**src/rtl/decode_queue.sv**
```systemverilog
// decode_queue: fetch-to-ID instruction buffer with pre-decode, load-use bubble and flush.
// Optional: define DELAY_SLOT_KEEP_EN to let flush_keep_slot retain the output slot on flush.
module decode_queue #(
    parameter int DEPTH = 8,
    parameter int CNT_W = 4
) (
    input  logic        clk,
    input  logic        rst,
    input  logic        flush,
    input  logic        flush_keep_slot,
    input  logic        in_valid,
    input  logic        in_two,
    input  logic [31:0] in_pc,
    input  logic [31:0] in_inst0,
    input  logic [31:0] in_inst1,
    output logic        in_ready,
    output logic        out_valid,
    input  logic        out_ready,
    output logic [31:0] out_pc,
    output logic [31:0] out_inst,
    output logic [4:0]  out_rs,
    output logic [4:0]  out_rt,
    output logic        out_uses_rs,
    output logic        out_uses_rt,
    output logic        out_rf_we,
    output logic [4:0]  out_rf_waddr,
    output logic        out_is_load,
    output logic        out_is_store,
    output logic        out_is_br,
    output logic        out_ri,
    output logic        stallreq
);
    localparam int AW = CNT_W - 1;

    typedef struct packed {
        logic       uses_rs;
        logic       uses_rt;
        logic       rf_we;
        logic [4:0] rf_waddr;
        logic       is_load;
        logic       is_store;
        logic       is_br;
        logic       ri;
    } dec_t;

    function automatic dec_t decode(input logic [31:0] inst);
        dec_t d;
        // NOTE: default every field first so each path through the cases is fully assigned.
        d = '0;
        case (inst[31:26])
            6'h00: case (inst[5:0])
                6'h00, 6'h02, 6'h03: begin
                    d.uses_rt = 1'b1; d.rf_we = 1'b1; d.rf_waddr = inst[15:11];
                end
                6'h04, 6'h06, 6'h07, 6'h20, 6'h21, 6'h22, 6'h23,
                6'h24, 6'h25, 6'h26, 6'h27, 6'h2A, 6'h2B: begin
                    d.uses_rs = 1'b1; d.uses_rt = 1'b1;
                    d.rf_we = 1'b1; d.rf_waddr = inst[15:11];
                end
                6'h08: begin d.uses_rs = 1'b1; d.is_br = 1'b1; end
                6'h09: begin
                    d.uses_rs = 1'b1; d.is_br = 1'b1;
                    d.rf_we = 1'b1; d.rf_waddr = inst[15:11];
                end
                6'h0C, 6'h0D: begin end
                6'h10, 6'h12: begin d.rf_we = 1'b1; d.rf_waddr = inst[15:11]; end
                6'h11, 6'h13: d.uses_rs = 1'b1;
                6'h18, 6'h19, 6'h1A, 6'h1B: begin d.uses_rs = 1'b1; d.uses_rt = 1'b1; end
                default: d.ri = 1'b1;
            endcase
            6'h01: case (inst[20:16])
                5'h00, 5'h01: begin d.uses_rs = 1'b1; d.is_br = 1'b1; end
                5'h10, 5'h11: begin
                    d.uses_rs = 1'b1; d.is_br = 1'b1;
                    d.rf_we = 1'b1; d.rf_waddr = 5'd31;
                end
                default: d.ri = 1'b1;
            endcase
            6'h02: d.is_br = 1'b1;
            6'h03: begin d.is_br = 1'b1; d.rf_we = 1'b1; d.rf_waddr = 5'd31; end
            6'h04, 6'h05: begin d.uses_rs = 1'b1; d.uses_rt = 1'b1; d.is_br = 1'b1; end
            6'h06, 6'h07: begin d.uses_rs = 1'b1; d.is_br = 1'b1; end
            6'h08, 6'h09, 6'h0A, 6'h0B, 6'h0C, 6'h0D, 6'h0E: begin
                d.uses_rs = 1'b1; d.rf_we = 1'b1; d.rf_waddr = inst[20:16];
            end
            6'h0F: begin d.rf_we = 1'b1; d.rf_waddr = inst[20:16]; end
            6'h10: begin
                if (inst[25:21] == 5'h00) begin
                    d.rf_we = 1'b1; d.rf_waddr = inst[20:16];
                end else if (inst[25:21] == 5'h04) begin
                    d.uses_rt = 1'b1;
                end else if (!(inst[25:21] == 5'h10 && inst[5:0] == 6'h18)) begin
                    d.ri = 1'b1;
                end
            end
            6'h20, 6'h21, 6'h23, 6'h24, 6'h25: begin
                d.uses_rs = 1'b1; d.is_load = 1'b1;
                d.rf_we = 1'b1; d.rf_waddr = inst[20:16];
            end
            6'h28, 6'h29, 6'h2B: begin d.uses_rs = 1'b1; d.uses_rt = 1'b1; d.is_store = 1'b1; end
            default: d.ri = 1'b1;
        endcase
        if (d.ri || d.rf_waddr == 5'd0) d.rf_we = 1'b0;
        return d;
    endfunction

    logic [31:0]    pc_q   [DEPTH];
    logic [31:0]    inst_q [DEPTH];
    logic [AW-1:0]  head, tail, tail_p1;
    logic [CNT_W-1:0] count, enq_n, deq_n;
    dec_t           head_dec, out_dec;
    logic           enq, consume, hazard, load;

    assign in_ready = (count <= CNT_W'(DEPTH - 2));
    assign enq      = in_valid && in_ready && !flush;
    assign tail_p1  = tail + AW'(1);
    assign consume  = out_valid && out_ready;
    assign head_dec = decode(inst_q[head]);

    // A load in the slot leaving this cycle feeds a head that reads its result: hold the head.
    assign hazard = consume && (count != '0) && out_dec.is_load && out_dec.rf_we &&
                    (out_dec.rf_waddr != 5'd0) &&
                    ((head_dec.uses_rs && inst_q[head][25:21] == out_dec.rf_waddr) ||
                     (head_dec.uses_rt && inst_q[head][20:16] == out_dec.rf_waddr));
    assign load   = (!out_valid || out_ready) && (count != '0) && !hazard;
    assign enq_n  = enq ? (in_two ? CNT_W'(2) : CNT_W'(1)) : '0;
    assign deq_n  = CNT_W'(load);

    // NOTE: storage carries no reset; head/tail/count alone decide which entries are live.
    always_ff @(posedge clk) begin
        if (!rst && enq) begin
            pc_q[tail]   <= in_pc;
            inst_q[tail] <= in_inst0;
            if (in_two) begin
                pc_q[tail_p1]   <= in_pc + 32'd4;
                inst_q[tail_p1] <= in_inst1;
            end
        end
    end

    // NOTE: sequential state uses non-blocking assignments so every register sees pre-edge values.
    always_ff @(posedge clk) begin
        if (rst) begin
            head      <= '0;
            tail      <= '0;
            count     <= '0;
            out_valid <= 1'b0;
            out_pc    <= '0;
            out_inst  <= '0;
            out_dec   <= '0;
            stallreq  <= 1'b0;
        end else if (flush) begin
            head     <= '0;
            tail     <= '0;
            count    <= '0;
            stallreq <= 1'b0;
`ifdef DELAY_SLOT_KEEP_EN
            if (!flush_keep_slot || out_ready) out_valid <= 1'b0;
`else
            out_valid <= 1'b0;
`endif
        end else begin
            if (enq) tail <= in_two ? tail + AW'(2) : tail_p1;
            count    <= count + enq_n - deq_n;
            stallreq <= hazard;
            if (load) begin
                out_valid <= 1'b1;
                out_pc    <= pc_q[head];
                out_inst  <= inst_q[head];
                out_dec   <= head_dec;
                head      <= head + AW'(1);
            end else if (consume) begin
                out_valid <= 1'b0;
            end
        end
    end

`ifndef DELAY_SLOT_KEEP_EN
    logic unused_keep;
    assign unused_keep = flush_keep_slot;
`endif

    assign out_rs       = out_inst[25:21];
    assign out_rt       = out_inst[20:16];
    assign out_uses_rs  = out_dec.uses_rs;
    assign out_uses_rt  = out_dec.uses_rt;
    assign out_rf_we    = out_dec.rf_we;
    assign out_rf_waddr = out_dec.rf_waddr;
    assign out_is_load  = out_dec.is_load;
    assign out_is_store = out_dec.is_store;
    assign out_is_br    = out_dec.is_br;
    assign out_ri       = out_dec.ri;
endmodule

```
**config.mk**
```make
export PLATFORM = sky130hd
export DESIGN_NAME = decode_queue
export DESIGN_NICKNAME = d
export VERILOG_FILES = /design/src/rtl/decode_queue.sv
export SDC_FILE = /design/constraint.sdc
export NUM_CORES = 1
export LEC_CHECK = 0
export ABC_AREA = 1
export CAP_MARGIN = 20
export CORE_MARGIN = 1.5
export CORE_UTILIZATION = 39
export CTS_CLUSTER_SIZE = 10
export DETAILED_ROUTE_END_ITERATION = 12
export PLACE_DENSITY = 0.67
export SLEW_MARGIN = 20
export SYNTH_ARGS = -nofsm -noshare
export SYNTH_HDL_FRONTEND = slang
export SYNTH_SLANG_ARGS = --single-unit
```
**constraint.sdc**
```tcl
create_clock -name clk -period 6.5 [get_ports clk]
set_clock_uncertainty 0.15 [all_clocks]
set_input_delay 1.3 -clock clk [delete_from_list [all_inputs] [get_ports clk]]
set_output_delay 1.3 -clock clk [all_outputs]
set_load 0.02 [all_outputs]
```
==> out/results.ini, run 1 <==
[detailed_routing]
drt-total-wl_um = 93340
initialDrtViolationCount = 2788
detail_route.first_pass.iterations = 6
viasPerCell = 5.287
vias = 25470
drcViolationCount = 0
ant_nets = 0
wire_per_inst_um = 19.37

[power]
intPower_uw = 8079
clock_power_share_pct = 29.1
p_leak_uw = 0.01432
p_sw_uw = 4645
vdd_ir_drop_max_mv = 0.1990
p_sw_share_pct = 36.51
power_uw = 12720
combPwrFrac_pct = 33.5
seqPwrFrac_pct = 37.5
p_per_area_nw_per_um2 = 357.3

[timing]
hold_violations = 0
worst_pin_slew_ns = 1.118
setup_ws_ns = 1.154
setup_viol = 0
relSlewSlack_pct = 25.17
slew_violations = 0
tns_ns = 0
max_freq_mhz = 187.1
rsz0062_at_grt = no
period_needed_ns = 5.346
fin_crit_sh_pct = 82.24

[cells_and_area]
syn_to_final_growth_pct = 15.02
drive_above_1_share_pct = 5.312
layoutNonFillerInstCount = 4818
final_nets = 3829

[worst_setup_path]
r2r-end = out_pc[26]$_SDFFE_PP0P_
crit_arrival_ns = 5.67
cp-start-kind = register
path_max_fanout = 64
slowest_delay_ns = 0.78
cp_data_required_time_ns = 6.82
r2r_cells = 21
crit_path_end_kind = register
crit_type = reg2reg
crit_chain = clkinv_2, nand2_1, nand3_1, nand2_1, nand2_1, nand2_1, nor2_1, nand2_1, nand2_1, nand2_1, nand2_1, nor2_1, nand3_1, nand2_1, nand2_1, nand2_1, nand2_1, nand2_2, nand3_4, a21oi_1, nor2_1
r2r_slack_ns = 1.15
cpMostUsedCell = nand2_1
critPathSlowestCell = a21oi_1

[placement]
dp_slack_ns = 1.225
gp_congestion = 0.8433
dp.final_hpwl_um = 54690
dp.cells = 4688
port_buffers = 190

[clock_network]
hold_buffers = 0
insertion_delay_ns = 0.63
clk_path_buf_depth = 3
root_buffer = clkbuf_16
htreeDepth = 3
postCtsResizedCells = 0
cts_tree = done
cts_buffers = 71
clock_sinks = 603
path_clk_slew_ns = 0.05
postCtsSetupBuffers = 0

[yosys]
yosysUniqueCellTypes = 38
synth_nets = 3805
netlist_instances = 3688
synth_top_area_share_pct = 49.66
ys_seq_area_share_pct = 55.55
synth_common_cells = nand2_1 (980), o21ai_0 (692), edfxtp_1 (512), nor2_1 (402), inv_1 (303)
synth_area_um2 = 30960
synth_most_common_cell = nand2_1
avgSynthCellArea_um2 = 8.394
yosysWarnings = 0
yosysTopAreaCell = edfxtp_1
postSynth.asyncResetShare_pct = 0
synth-edff-count = 512
synth_seq_cells = 603
synth_area_leaders = edfxtp_1 (50%), nand2_1 (12%), o21ai_0 (11%)
synth_ff_type = edfxtp_1

[min_path]
hold_depth = 2
min_from = out_rf_we$_SDFFE_PP0P_
min_path_type = reg2reg
hold_end = out_rf_we$_SDFFE_PP0P_

[status]
status = finished, final reports clean

[die]
initial_core_util_pct = 39.32
rows = 103
core_um2 = 78740
die_h_um = 284.7
die_w_um = 284.7
die_area_um2 = 81080
io_pins = 192

[global_routing]
antenna_found_initial = 13
grt_pass1_wl_um = 141800
first_global_vias = 23940
grt_max_degree = 87
grt_overflow = 0
grt_usage_pct = 22.68

[run]
cap_violations = 0

[worst max-delay path by stage]
| stage | startpoint | slack, ns | cells past startpoint | to |
|---|---|---|---|---|
| after floorplan | flush | -0.57 | 5 | inst_q[2][0]$_DFFE_PP_ |
| after global placement | register | 1.28 | 21 | out_pc[26]$_SDFFE_PP0P_ |
| after detailed placement | in_pc[2] | 1.22 | 13 | pc_q[1][25]$_DFFE_PP_ |
| after CTS | register | 1.21 | 21 | out_pc[26]$_SDFFE_PP0P_ |
| after global routing | register | 0.77 | 21 | out_pc[26]$_SDFFE_PP0P_ |
| final | register | 1.15 | 21 | out_pc[26]$_SDFFE_PP0P_ |
[power groups by stage]
stage | clock network (µW) | registers, µW | logic, µW
final | 3700 | 4770 | 4260
after global routing | 3880 | 4800 | 4720
after CTS | 3730 | 4770 | 4240
after detailed placement | 0 | 4850 | 4210
after global placement | 0 | 4840 | 4170
after floorplan | 0 | 5010 | 2560
[metrics by stage]
stage | utilization [%] | hold WS, ns | cell area [µm²]
2_1_floorplan | - | 0.3325 | 30960
3_3_place_gp | 42.50 | 0.3297 | 33460
3_5_place_dp | 42.53 | 0.3435 | 33490
4_1_cts | 45.19 | 0.3510 | 35590
5_1_grt | 45.22 | 0.3765 | 35610
6_report | 45.22 | 0.3525 | 35610
[worst max-delay path, delay by kind of cell (launching register included)]
| kind | cells | cell delay (ns) |
|---|---|---|
| buffers and inverters | 1 | 0.70 |
| and+or+nand+nor | 19 | 2.96 |
| DFF | 1 | 0.54 |
| AOI/OAI and AO/OA | 1 | 0.78 |
[state kept, by name, summed over array words and instances (netlist names), named ones only]
signal        count
count             4
out_ri            1
out_is_store      1
out_pc           32
out_rf_we         1
head              3
out_valid         1
out_uses_rs       1
out_is_load       1
out_is_br         1
pc_q            256
inst_q          256
out_inst         32
tail              3
stallreq          1
out_uses_rt       1
out_rf_waddr      5
[final cells by class]
type,instances,area (µm²)
Fill cell,7322,43130
Clock buffer,116,1966
Multi-Input combinational cell,2485,11440
Clock inverter,10,130.1
Sequential cell,603,17210
Tap cell,1050,1314
Timing Repair Buffer,235,2355
Antenna cell,3,7.507
Inverter,316,1189
[cells in the final DEF, fill, tap and decap left out, drive strengths merged, types with 9 or more instances in the layout]
master / synthesis / routed
nand2: 982 / 982
nor2: 406 / 406
or2: 25 / 25
o22ai: 48 / 48
a32o: 13 / 13
clkbuf: 207 / 116
clkdlybuf4s50: 0 / 190
dfxtp: 91 / 91
xor2: 42 / 42
a31oi: 9 / 9
nand3: 109 / 109
clkinv: 3 / 12
o21ai: 715 / 715
a21oi: 54 / 54
buf: 77 / 45
nor3: 13 / 13
edfxtp: 512 / 512
inv: 313 / 313
o221ai: 24 / 24
nand4: 14 / 14
ha: 13 / 13
[routing by layer]
metal	vias up	GRT usage (%)	wire length (µm)
met3	179	3.904	8945
met5	-	0	125
met4	20	8.324	2280
met1	11810	30.72	38660
met2	1137	36.51	43330
li1	12330	-	-
[cell families after synthesis]
logic type | share of synthesized area [%]
XOR/XNOR | 1.245
AO/OA/AOI/OAI | 14.88
flip-flops | 55.55
adder cells (fa/ha/maj) | 0.5901
buffers and inverters | 7.930
AND/OR/NAND/NOR | 19.81
(Power assumes the default switching activity.)
==> run 2, diff against run 1 <==
- clock period: 6.5 -> 4.4 ns (I/O delays scaled with it)
==> out/results.ini, run 2 (synthesized netlist as in run 1, its figures left out) <==
[cells_and_area]
final_common_cell = nand2_1
final_nets = 3873
top_regs = inst_q x256, pc_q x256
syn_to_final_growth_pct = 16.72
multi_input_area_um2 = 11450
ff_latch_area_um2 = 17210
fin_util_pct = 45.89
final_cell_mix = nand2_1 (974), o21ai_0 (684), edfxtp_1 (512)
nFillCells = 7379
drive_above_1_share_pct = 6.490

[detailed_routing]
detail_route.first_pass.iterations = 7
initialDrtViolationCount = 2565
ant_nets = 0
drt-total-wl_um = 92710
vias = 25650
viasPerCell = 5.279
drcViolationCount = 0
wire_per_inst_um = 19.08

[clock_network]
root_buffer = clkbuf_16
clk_path_buf_depth = 3
clock_sinks = 603
insertion_delay_ns = 0.61
cts_buffers = 70
htreeDepth = 3
cts_tree = done
path_clk_slew_ns = 0.06

[worst_setup_path]
crit_type = reg2reg
cpMostUsedCell = nand2_1
critPathSlowestCell = dfxtp_4
cp_data_required_time_ns = 4.73
cp-start-kind = register
crit_path_end_kind = register
slowest_delay_ns = 0.37
crit_arrival_ns = 4.32
path_max_fanout = 32

[global_routing]
grt_pass1_wl_um = 139800
grt_max_degree = 120
grt_overflow = 0
grt_usage_pct = 22.31
first_global_vias = 23580
antenna_found_initial = 9

[power]
p_leak_uw = 0.01459
clock_power_share_pct = 28.6
intPower_uw = 12060
vdd_ir_drop_max_mv = 0.4307
p_sw_share_pct = 36.09
combPwrFrac_pct = 34.4
seqPwrFrac_pct = 37.0
p_sw_uw = 6809
p_per_area_nw_per_um2 = 522.2

[die]
io_pins = 192
rows = 103
die_w_um = 284.7
die_area_um2 = 81080
die_h_um = 284.7
initial_core_util_pct = 39.32
core_um2 = 78740

[timing]
tns_ns = 0
hold_violations = 0
holdWs_ns = 0.3416
setup_viol = 0
worst_pin_slew_ns = 1.057
period_needed_ns = 3.994
rsz0062_at_grt = no
max_freq_mhz = 250.3
relSlewSlack_pct = 29.43
slew_violations = 0
fin_crit_sh_pct = 90.78

[placement]
port_buffers = 190
dp.final_hpwl_um = 54950
gp_congestion = 0.8822

[run]
cap_violations = 0

[min_path]
min_path_type = reg2reg

[status]
status = finished, final reports clean

## run 2: changes by cell type in the layout (fill, tap and decap cells not counted), sizes merged
cell,before,now
clkinvlp,0,1
inv,313,311
bufinv,1,0
clkbuf,116,118
clkinv,12,8
buf,45,90
## run 2: critical path, delay by kind of cell (launching register included)
| family | cells | cell delay (ns) |
|---|---|---|
| XOR/XNOR | 1 | 0.14 |
| adder cells (fa/ha/maj) | 2 | 0.50 |
| buffers and inverters | 4 | 0.63 |
| flip-flops | 1 | 0.37 |
| AND/OR/NAND/NOR | 18 | 2.05 |
## run 2: final cells by class
class,count,share of cell area (%)
flip-flops and latches,603,47.62
clock buffers,118,5.637
repair buffers,280,7.985
inverters,316,3.300
well taps,1050,3.636
diodes,3,0.02078
multi-input cells,2485,31.69
clock inverters,4,0.1039
## run 2: through the flow
stage                     std cells  instance area [µm²]  setup WS (ns)  total power (µW)
after floorplan                3688                30970        -0.6648             11180
after global placement         4734                34030         0.2554             13440
after detailed placement       4734                34030         0.1301             13510
after CTS                      4856                36100         0.4419             18890
after global routing           4858                36130        0.01279             19870
final                          4859                36130         0.4056             18870
## run 2: worst paths after layout
| check | cells after the start | slack [ns] | from | to |
|---|---|---|---|---|
| worst max register to register | 25 | 0.41 | register | count[2]$_SDFF_PP0_ |
| worst min register to register | 2 | 0.34 | out_rf_we$_SDFFE_PP0P_ | out_rf_we$_SDFFE_PP0P_ |
| worst max-delay path | 25 | 0.41 | register | count[2]$_SDFF_PP0_ |
| worst min-delay path | 2 | 0.34 | out_rf_we$_SDFFE_PP0P_ | out_rf_we$_SDFFE_PP0P_ |
## run 2: power by group through the flow
stage	logic (µW)	clock network, µW	registers (µW)
floorplan	3780	0	7400
global route	7160	5670	7030
detailed placement	6410	0	7100
finish	6490	5400	6980
global placement	6350	0	7090
CTS	6440	5470	6990
## run 2: timing repair
| action | 4_1_cts | 5_1_grt |
|---|---|---|
| resized for setup | 0 | 8 |
| setup buffers | 0 | 0 |
| setup endpoints to repair | 0 | 3 |
| hold buffers | 0 | 0 |
## run 2: per-layer routing
layer,global-route usage [%],part of all wire (%),vias to the layer above
li1,-,-,12420
met1,29.92,42,11880
met2,36.06,46,1153
met3,4.000,9.1,190
met4,8.324,2.9,14
met5,0,0.099,-
